`src/rtl/lsu_pkg.sv`:
```
// Shared types and helpers for the byte-serial load/store unit.
package lsu_pkg;

  typedef enum logic [1:0] {
    IDLE = 2'd0,
    XFER = 2'd1,
    DONE = 2'd2
  } state_t;

  localparam logic [2:0] F3_B  = 3'b000;
  localparam logic [2:0] F3_H  = 3'b001;
  localparam logic [2:0] F3_W  = 3'b010;
  localparam logic [2:0] F3_BU = 3'b100;
  localparam logic [2:0] F3_HU = 3'b101;

  localparam int unsigned XLEN = 32;

  // Zero marks an illegal funct3.
  function automatic logic [2:0] lsu_byte_count(input logic [2:0] f3);
    case (f3)
      F3_B, F3_BU: return 3'd1;
      F3_H, F3_HU: return 3'd2;
      F3_W:        return 3'd4;
      default:     return 3'd0;
    endcase
  endfunction

  function automatic logic [XLEN-1:0] lsu_extend(input logic [2:0] f3,
                                                 input logic [XLEN-1:0] w);
    case (f3)
      F3_B:    return {{24{w[7]}}, w[7:0]};
      F3_BU:   return {24'h000000, w[7:0]};
      F3_H:    return {{16{w[15]}}, w[15:0]};
      F3_HU:   return {16'h0000, w[15:0]};
      default: return w;
    endcase
  endfunction

endpackage

```
`src/rtl/lsu_load_ext.sv`:
```
// Combinational sign/zero extender for assembled load data.
module lsu_load_ext
  import lsu_pkg::*;
(
  input  logic [2:0]      funct3,
  input  logic [XLEN-1:0] word,
  output logic [XLEN-1:0] rdata
);

  always_comb begin
    rdata = lsu_extend(funct3, word);
  end

endmodule

```
`src/rtl/lsu_byte_seq.sv`:
```
// Turns one B/H/W load or store into a little-endian sequence of byte
// accesses on a byte-wide memory, holding the pipeline with busy.
module lsu_byte_seq
  import lsu_pkg::*;
#(
  parameter int unsigned ADDRESS_WIDTH = 32,
  parameter int unsigned DATA_WIDTH    = 32,
  parameter int unsigned BYTE_WIDTH    = 8
) (
  input  logic                     clk,
  input  logic                     rst,
  input  logic                     req_valid,
  input  logic                     req_we,
  input  logic [2:0]               req_funct3,
  input  logic [ADDRESS_WIDTH-1:0] req_addr,
  input  logic [DATA_WIDTH-1:0]    req_wdata,
  output logic                     busy,
  output logic                     done,
  output logic                     err,
  output logic [DATA_WIDTH-1:0]    rdata,
  output logic                     mem_we,
  output logic [ADDRESS_WIDTH-1:0] mem_a,
  output logic [BYTE_WIDTH-1:0]    mem_wd,
  input  logic [BYTE_WIDTH-1:0]    mem_rd
);

  state_t                   state;
  logic                     we_q;
  logic [2:0]               f3_q;
  logic [ADDRESS_WIDTH-1:0] addr_q;
  logic [DATA_WIDTH-1:0]    wdata_q;
  logic [DATA_WIDTH-1:0]    asm_q;
  logic [DATA_WIDTH-1:0]    asm_next;
  logic [DATA_WIDTH-1:0]    ext_word;
  logic [DATA_WIDTH-1:0]    rdata_q;
  logic [1:0]               idx;
  logic [1:0]               last_idx;
  logic                     err_q;
  logic [2:0]               req_count;

  assign req_count = lsu_byte_count(req_funct3);

  assign busy  = (state != IDLE);
  assign done  = (state == DONE);
  assign err   = err_q;
  assign rdata = rdata_q;

  always_comb begin
    mem_we = 1'b0;
    mem_a  = '0;
    mem_wd = '0;
    if (state == XFER) begin
      mem_a = addr_q + ADDRESS_WIDTH'(idx);
      if (we_q) begin
        mem_we = 1'b1;
        mem_wd = wdata_q[BYTE_WIDTH*int'(idx) +: BYTE_WIDTH];
      end
    end
  end

  // Includes the byte arriving this cycle so the final extend can be
  // registered on the same edge that enters DONE.
  always_comb begin
    asm_next = asm_q;
    asm_next[BYTE_WIDTH*int'(idx) +: BYTE_WIDTH] = mem_rd;
  end

  lsu_load_ext u_ext (
    .funct3 (f3_q),
    .word   (asm_next),
    .rdata  (ext_word)
  );

  always_ff @(posedge clk or posedge rst) begin
    if (rst) begin
      state    <= IDLE;
      we_q     <= 1'b0;
      f3_q     <= '0;
      addr_q   <= '0;
      wdata_q  <= '0;
      asm_q    <= '0;
      rdata_q  <= '0;
      idx      <= '0;
      last_idx <= '0;
      err_q    <= 1'b0;
    end else begin
      case (state)
        IDLE: begin
          if (req_valid) begin
            we_q     <= req_we;
            f3_q     <= req_funct3;
            addr_q   <= req_addr;
            wdata_q  <= req_wdata;
            asm_q    <= '0;
            idx      <= '0;
            last_idx <= 2'(req_count - 3'd1);
            if (req_count == 3'd0) begin
              err_q <= 1'b1;
              state <= DONE;
            end else begin
              err_q <= 1'b0;
              state <= XFER;
            end
          end
        end
        XFER: begin
          if (!we_q) asm_q <= asm_next;
          if (idx == last_idx) begin
            state <= DONE;
            if (!we_q) rdata_q <= ext_word;
          end else begin
            idx <= idx + 2'd1;
          end
        end
        DONE:    state <= IDLE;
        default: state <= IDLE;
      endcase
    end
  end

endmodule

```
`config.mk`:
```
export PLATFORM = sky130hd
export DESIGN_NAME = lsu_byte_seq
export DESIGN_NICKNAME = d
export VERILOG_FILES = /design/src/rtl/lsu_pkg.sv /design/src/rtl/lsu_load_ext.sv /design/src/rtl/lsu_byte_seq.sv
export SDC_FILE = /design/constraint.sdc
export NUM_CORES = 1
export LEC_CHECK = 0
export ABC_AREA = 1
export BUFFER_PORTS_ARGS = -buffer_cell sky130_fd_sc_hd__buf_2
export CORE_ASPECT_RATIO = 0.5
export CORE_UTILIZATION = 25
export DETAILED_ROUTE_END_ITERATION = 10
export HOLD_SLACK_MARGIN = 0.05
export SLEW_MARGIN = 10
export SYNTH_ARGS = -nofsm -noshare
export SYNTH_HDL_FRONTEND = slang
export SYNTH_HIERARCHICAL = 1
export SYNTH_SLANG_ARGS = --single-unit
```
`constraint.sdc`:
```
create_clock -name clk -period 4.7 [get_ports clk]
set_clock_uncertainty 0.2 [all_clocks]
set_input_delay 0.47 -clock clk [delete_from_list [all_inputs] [get_ports clk]]
set_output_delay 0.47 -clock clk [all_outputs]
set_load 0.01 [all_outputs]
```
==> impl_results.md, run 1 <==
* Proportion of layout cells with a drive suffix above 1 at 0.1734
* Cell type with the highest occurrence count on the critical path: nor2_1
* Kind of cell with the highest combined delay on the critical path: simple AND/OR/NAND/NOR gates
* Slowest-stage cell, CP: dfrtp_1
* Mean routed wirelength per cell at 14.68 µm
* Overall overflow remaining after global route at 0
* Number of flops mapped to enable cells by yosys at 0
* Syn Std Cell Area at 7622 µm²
* Ratio of routed vias to standard cells at 4.529
* Post-Route WL at 23860 µm
* IO Port Bufs at 154
* Initial standard-cell utilization of the core at 0.2583
* Setup repair after global routing missed its margin: no
* Number of H-tree branching levels at 4
* Leakage Power at 4.844 nW
* Arrival time at the worst endpoint at 2650 ps
* Number of iterations in the first detailed-routing pass at 5
* Post-detail-place hpwl at 17180 µm
* Via count of the first global-routing pass at 7117
* Setup Viol. Count Final at 0
* Total negative slack for setup checks at 0 ps
* Required time reported for the critical path endpoint at 4030 ps
* Sequence of cells on the critical path: buf_4 > ha_1 > fa_1 > nand2_2 > nor2_1 > nand2_1 > nor2_1 > xor2_1 > nor2_1 > buf_2
* Number of distinct standard cells referenced by the synthesized netlist at 34
* Final Slew Violations at 0
* Fill cell instance count of the final layout at 3172
* Final hold violations at 0
* Clock period minus final worst setup slack at 3318 ps
* Mean instance size in the synthesized netlist at 7.164 µm²
* Largest cells by area after synthesis: dfrtp_1, nand2_1, o21ai_0, nor2_1, inv_1
* Post-place instance area at 8608 µm²
* Leading area contributor after synthesis: dfrtp_1
* IR Drop Worst-Case VDD at 0.0002642 V
* Crit end category: output port
* Relative slew slack at 0.3991
* Top cell type's share of synthesized area at 0.4563
* Outcome: complete, no violations
* Most common library cells after synthesis: nand2_1, dfrtp_1, nor2_1, o21ai_0, inv_1
* Residual antenna-violating net count after detailed routing at 0
* Instance count of the mapped netlist at 1064
* Total power divided by cell area at 589.4 nW/µm²
* Most instantiated library cell after synthesis: nand2_1
* Sequential-to-total area share from yosys stat at 0.4563
* # nets final at 1310
* Chip height at 125.5 µm
* Type of the worst setup path: reg -> out
* # DRC at 0
* Yosys warning count at 6
* First-pass GRT wire length at 38280 µm
* Type of element launching the critical path: flop
* CP bufs+invs at 2
* Portion of the clock cycle consumed by the worst path in the final layout at 0.7060
* Delay of the slowest cell on the worst path at 330 ps
* Sinks on the clock net at 139
* Final cell utilization of the core at 0.3239
* Clock Path Buffers at 2
* Number of rows created at floorplan at 44
* Path length in cells of the critical path at 10
* Routed via count at 7360
* Top flip-flop cell by instance count after synthesis: dfrtp_1
* Max Cap Viol at 0
* Clk_lat worst skew at 430 ps
* Async set-or-reset flop fraction in the synthesized netlist at 1.000
* Worst-path maximum fanout at 32
* Number of DRC markers in iteration 0 at 562
* Gr usage total at 0.1560
* Initial antenna violation count at 0
* CTS tree: built
* Clock transition time at the flip-flop clock pins of the worst setup and hold paths at 60 ps
* Core area at 29510 µm²
* Maximum number of pins on one net before global-route repair at 67
* Net count after synthesis at 1152
* Die area at 31230 µm²
* Reg2reg path depth at 11
* Transition time at the pin with the least slew margin at 901.4 ps
* Class of the tightest hold or removal check: in -> reg
* Width of the die at 248.9 µm
* Achievable clock frequency at 301.4 MHz
* Number of buffers inserted during clock tree synthesis at 17
* Number of I/O pins at 155
* Total non-filler cell area in the finished layout at 9557 µm²
* Worst Hold Path Cells at 3
* Clk Tree Root Cell: clkbuf_16
* Postcts setup bufs at 0
* Synth-to-layout area growth at 25.38%
* Final antenna diode count at 0
* Flip-flop and latch count after synthesis at 139
* Placer Congestion at 0.9604
-- flip-flops by register name (all words and copies together), names as in the netlist --
signal	cells
addr_q	32
asm_q	32
rdata	32
wdata_q	32
f3_q	3
idx	2
last_idx	2
state	2
err	1
we_q	1
-- worst reg2reg max path: stages (launching register included) --
cell and delay [ps]:
dfrtp_1 680, clkinv_1 440, ha_1 450, inv_1 140, nand4_4 170, o22ai_1 300, inv_1 70, nor2_1 120
nand2_2 300, nand3_1 210, nand2_1 70, nand2_1 100
-- layer usage --
layer / global-route usage / routed length [µm] / vias up / share of wire
met1: 0.2103 / 11230 / 3466 / 0.47
met3: 0.02644 / 749 / 50 / 0.031
li1: - / - / 3677 / -
met5: 0 / 0 / - / 0
met4: 0.07417 / 970 / 0 / 0.041
met2: 0.2442 / 10920 / 167 / 0.46
-- cell families (layout without fill, tap and decap cells) --
family / after synthesis / in the layout / share of synthesized area
adder cells (fa/ha/maj): 9 / 9 / 0.01576
AND/OR/NAND/NOR: 575 / 575 / 0.3065
XOR/XNOR: 6 / 6 / 0.006894
buffers and inverters: 157 / 327 / 0.09159
flip-flops: 139 / 139 / 0.4563
AO/OA/AOI/OAI: 178 / 178 / 0.1229
-- worst paths after layout --
| check | slack, ps | start | to |
|---|---|---|---|
| worst min register to register | 270 | wdata_q[26] | wdata_q[26] |
| min in group asynchronous | 470 | rst | addr_q[12] |
| worst min-delay path | 60 | req_wdata[30] | wdata_q[30] |
| max in group asynchronous | 2800 | rst | rdata[30] |
| worst max register to register | 1390 | idx[1] | rdata[20] |
| worst max-delay path | 1380 | idx[0] | mem_a[16] |
-- what timing repair did --
action                    in CTS  in global routing
gates resized for setup        0                  0
hold endpoints to repair     100                  0
hold buffers                  37                  0
-- layout make-up --
type	instances	area (µm²)	share of cell area
tap	391	489.2	0.05119
sequential	139	3478	0.3640
clock inverter	10	117.6	0.01231
inverter	99	376.6	0.03941
clock buffer	21	460.4	0.04818
multi-input combinational	768	3448	0.3608
timing repair buffer	197	1186	0.1241
-- cell usage in the layout, fill, tap and decap left out, types with 5 or more instances in the layout --
cell / n
dlygate4sd3_1: 37
buf_4: 6
o21ai_0: 116
nand2_2: 9
nor3_1: 6
buf_2: 154
nand3_1: 48
o22ai_1: 20
ha_1: 8
nor2_1: 122
inv_1: 95
nor2_2: 5
nand2_1: 374
a21oi_1: 23
o21ai_1: 8
dfrtp_1: 139
a31oi_1: 5
clkbuf_16: 17
-- power breakdown --
part	total, mW	internal (mW)	switching (mW)
logic	2.22	0.707	1.52
clock network	1.35	0.806	0.540
registers	2.06	1.67	0.392
-- through the flow --
step | setup slack, ps | power [mW] | std cells | hold slack (ps)
2_1_floorplan | 305.5 | 3.572 | 1064 | 243.6
3_3_place_gp | 1506 | 4.277 | 1557 | 259.2
3_5_place_dp | 1388 | 4.303 | 1557 | 259.8
4_1_cts | 1346 | 5.691 | 1625 | 53.07
5_1_grt | 1091 | 6.094 | 1625 | 67.38
6_report | 1382 | 5.633 | 1625 | 63.12
(Power assumes the default switching activity.)
==> run 2, diff against run 1 <==
==> constraint.sdc (replaced) <==
create_clock -name clk -period 2.8 [get_ports clk]
set_clock_uncertainty 0.2 [all_clocks]
set_input_delay 0.28 -clock clk [delete_from_list [all_inputs] [get_ports clk]]
set_output_delay 0.28 -clock clk [all_outputs]
set_load 0.01 [all_outputs]
==> run 2 against run 1 <==
Net effect:
- wire length is 1.9% higher
- register-to-register slack worse by 1100 ps
- hold slack better by 20 ps
- global-route usage is 0.17 points higher
- cell count is 3.5% higher
- first-iteration DRC count is 16% lower
- critical path depth is 1 higher
- clock-buffer cell count is 2 higher
- non-clock buffer count is 56 higher
- sequential power is 65% higher
- critical endpoint is now mem_a[28]
==> impl_results.md, run 2 (synthesized netlist as in run 1, its figures left out) <==
* Final worst-path setup slack at 79.19 ps (-1303 ps)
* Most frequent cells in the layout: nand2_1, buf_2, dfrtp_1, nor2_1, o21ai_0
* Portion of the clock cycle consumed by the worst path in the final layout at 0.9717
* Number of DRC markers in iteration 0 at 473 (-16%)
* Achievable clock frequency at 367.5 MHz
* Setup repair after global routing missed its margin: yes
* Overall overflow remaining after global route at 0 (unchanged)
* Initial standard-cell utilization of the core at 0.2583 (unchanged)
* Placer Congestion at 0.9186 (-4.4%)
* Final cell utilization of the core at 0.3454 (+0.02150)
* Total non-filler cell area in the finished layout at 10190 µm² (+6.6%)
* Class of the tightest hold or removal check: in -> reg
* IO Port Bufs at 154 (unchanged)
* Number of I/O pins at 155 (unchanged)
* Arrival time at the worst endpoint at 2240 ps (-410 ps)
* Initial antenna violation count at 0 (unchanged)
* Final hold violations at 0 (unchanged)
* Capture point of the worst reg-to-reg path: rdata[24]
* Delay of the slowest cell on the worst path at 420 ps (+90 ps)
* Core area at 29510 µm² (unchanged)
* Total power divided by cell area at 963.0 nW/µm² (+63%)
* Post-place instance area at 8735 µm² (+1.5%)
* Startpoint of the worst register-to-register path: idx[0]
* Total negative slack for setup checks at 0 ps (unchanged)
* Routed via count at 7519 (+2.2%)
* Number of iterations in the first detailed-routing pass at 6 (+1)
* Synth-to-layout area growth at 33.70%
* Placement Setup Slack at 386.8 ps (-1002 ps)
* Gr usage total at 0.1578 (+0.001706)
* Setup Viol. Count Final at 0 (unchanged)
* Placed Instances at 1569 (+0.77%)
* Chip height at 125.5 µm (unchanged)
* # nets final at 1366 (+4.3%)
* Maximum number of pins on one net before global-route repair at 70 (+4.5%)
* Register-to-Register Setup Slack at 320 ps (-1070 ps)
* Sinks on the clock net at 139 (unchanged)
* Clk_lat worst skew at 440 ps (about the same)
* Clock transition time at the flip-flop clock pins of the worst setup and hold paths at 60 ps (about the same)
* Required time reported for the critical path endpoint at 2320 ps (-1710 ps)
* Type of the worst setup path: reg -> out
* Clock period minus final worst setup slack at 2721 ps
* # DRC at 0 (unchanged)
* Proportion of layout cells with a drive suffix above 1 at 0.1921 (+0.01868)
* First-pass GRT wire length at 38860 µm (+1.5%)
* Worst-path maximum fanout at 5 (-84%)
* Width of the die at 248.9 µm (unchanged)
* Reg2reg path depth at 12 (+1)
* Residual antenna-violating net count after detailed routing at 0 (unchanged)
* Clock Path Buffers at 2 (unchanged)
* Ratio of routed vias to standard cells at 4.470 (-1.3%)
* Number of H-tree branching levels at 4 (unchanged)
* CP Capture Point: mem_a[28]
* Most common cell after layout, fill and taps aside: nand2_1
* Slowest-stage cell, CP: dfrtp_1
* Type of element launching the critical path: flop
* Fill cell instance count of the final layout at 3130 (-1.3%)
* Crit end category: output port
* Number of rows created at floorplan at 44 (unchanged)
* Die area at 31230 µm² (unchanged)
* Clk Tree Root Cell: clkbuf_16
* Mean routed wirelength per cell at 14.46 µm (-1.5%)
* Relative slew slack at 0.6525 (+0.2535)
* IR Drop Worst-Case VDD at 0.0004013 V (+52%)
* Transition time at the pin with the least slew margin at 520.1 ps (-381.3 ps)
* Final Slew Violations at 0 (unchanged)
* CTS tree: built
* Cell type with the highest occurrence count on the critical path: nand2_1
* Leakage Power at 5.136 nW (+6.0%)
* Post-Route WL at 24330 µm (+1.9%)
* Max Cap Viol at 0 (unchanged)
* Post-detail-place hpwl at 17090 µm (-0.51%)
* Number of buffers inserted during clock tree synthesis at 17 (unchanged)
* CP Launch Point: addr_q[0]
* Sequence of cells on the critical path: ha_4 > fa_2 > nand2_2 > inv_1 > nand2_1 > nor2_4 > nand2_1 > nand2_1 > nand2_1 > nor2_1 > buf_2
* Filler-free cell count of the finished design at 1682 (+3.5%)
* Final antenna diode count at 0 (unchanged)
* Via count of the first global-routing pass at 7077 (-0.56%)
* Outcome: complete, no violations
[run 2: changes by cell type in the layout (fill, tap and decap cells not counted), moves of 2 or more]
cell / delta
nor3_1: -2
clkbuf_8: +3
buf_12: +3
nor2_1: -5
buf_4: +18
nor2_2: +3
nor2_4: +2
dlygate4sd3_1: +34
nor3_2: +2
[run 2: area by class of cell]
class                           count  area, µm²  area share
Sequential cell                   139       3478      0.3413
Tap cell                          391      489.2     0.04801
Timing Repair Buffer              253       1737      0.1704
Inverter                           99      375.4     0.03683
Multi-Input combinational cell    768       3503      0.3438
Clock buffer                       23      498.0     0.04886
Clock inverter                      9      110.1     0.01080
[run 2: critical path, delay by kind of cell, from the launching register on]
family | cells | cell delay, ps
flops | 1 | 420
fa+ha+maj | 2 | 580
buf+inv | 2 | 210
simple gates | 7 | 570
[run 2: how the worst min path moves through the flow]
| stage | startpoint | to | slack [ps] | cells after the start |
|---|---|---|---|---|
| after global placement | rst | addr_q[8] | 160 | 2 |
| final | mem_rd[3] | asm_q[3] | 80 | 5 |
| after detailed placement | rst | addr_q[8] | 150 | 2 |
| after floorplan | req_addr[0] | addr_q[0] | 190 | 2 |
| after global routing | mem_rd[6] | rdata[6] | 100 | 5 |
| after CTS | mem_rd[6] | asm_q[6] | 70 | 5 |
[run 2: report_power, final]
part	switching, mW	total, mW	internal, mW
logic	2.68	4.07	1.39
clock network	0.918	2.35	1.43
registers	0.588	3.40	2.81
[run 2: stage by stage]
| step | power (mW) | hold slack, ps |
|---|---|---|
| after floorplan | 5.997 | 189.6 |
| after global routing | 10.58 | 95.48 |
| after CTS | 9.812 | 74.31 |
| after detailed placement | 7.336 | 151.1 |
| after global placement | 7.305 | 155.2 |
| final | 9.814 | 83.39 |
[run 2: what timing repair did]
action / in CTS / in global routing
resized for setup: 5 / 12
cloned: 0 / 0
buffers inserted: 1 / 9
hold buffers: 71 / 0
pin swaps: 1 / 7
setup endpoints to repair: 9 / 18
endpoints found under the hold margin: 90 / 0
[run 2: layer usage]
layer / GRT usage / up-vias / share of wire
met2: 0.2529 / 158 / 0.47
met1: 0.2140 / 3543 / 0.47
met4: 0.05407 / 0 / 0.023
li1: - / 3782 / -
met5: 0 / - / 0
met3: 0.02852 / 36 / 0.035
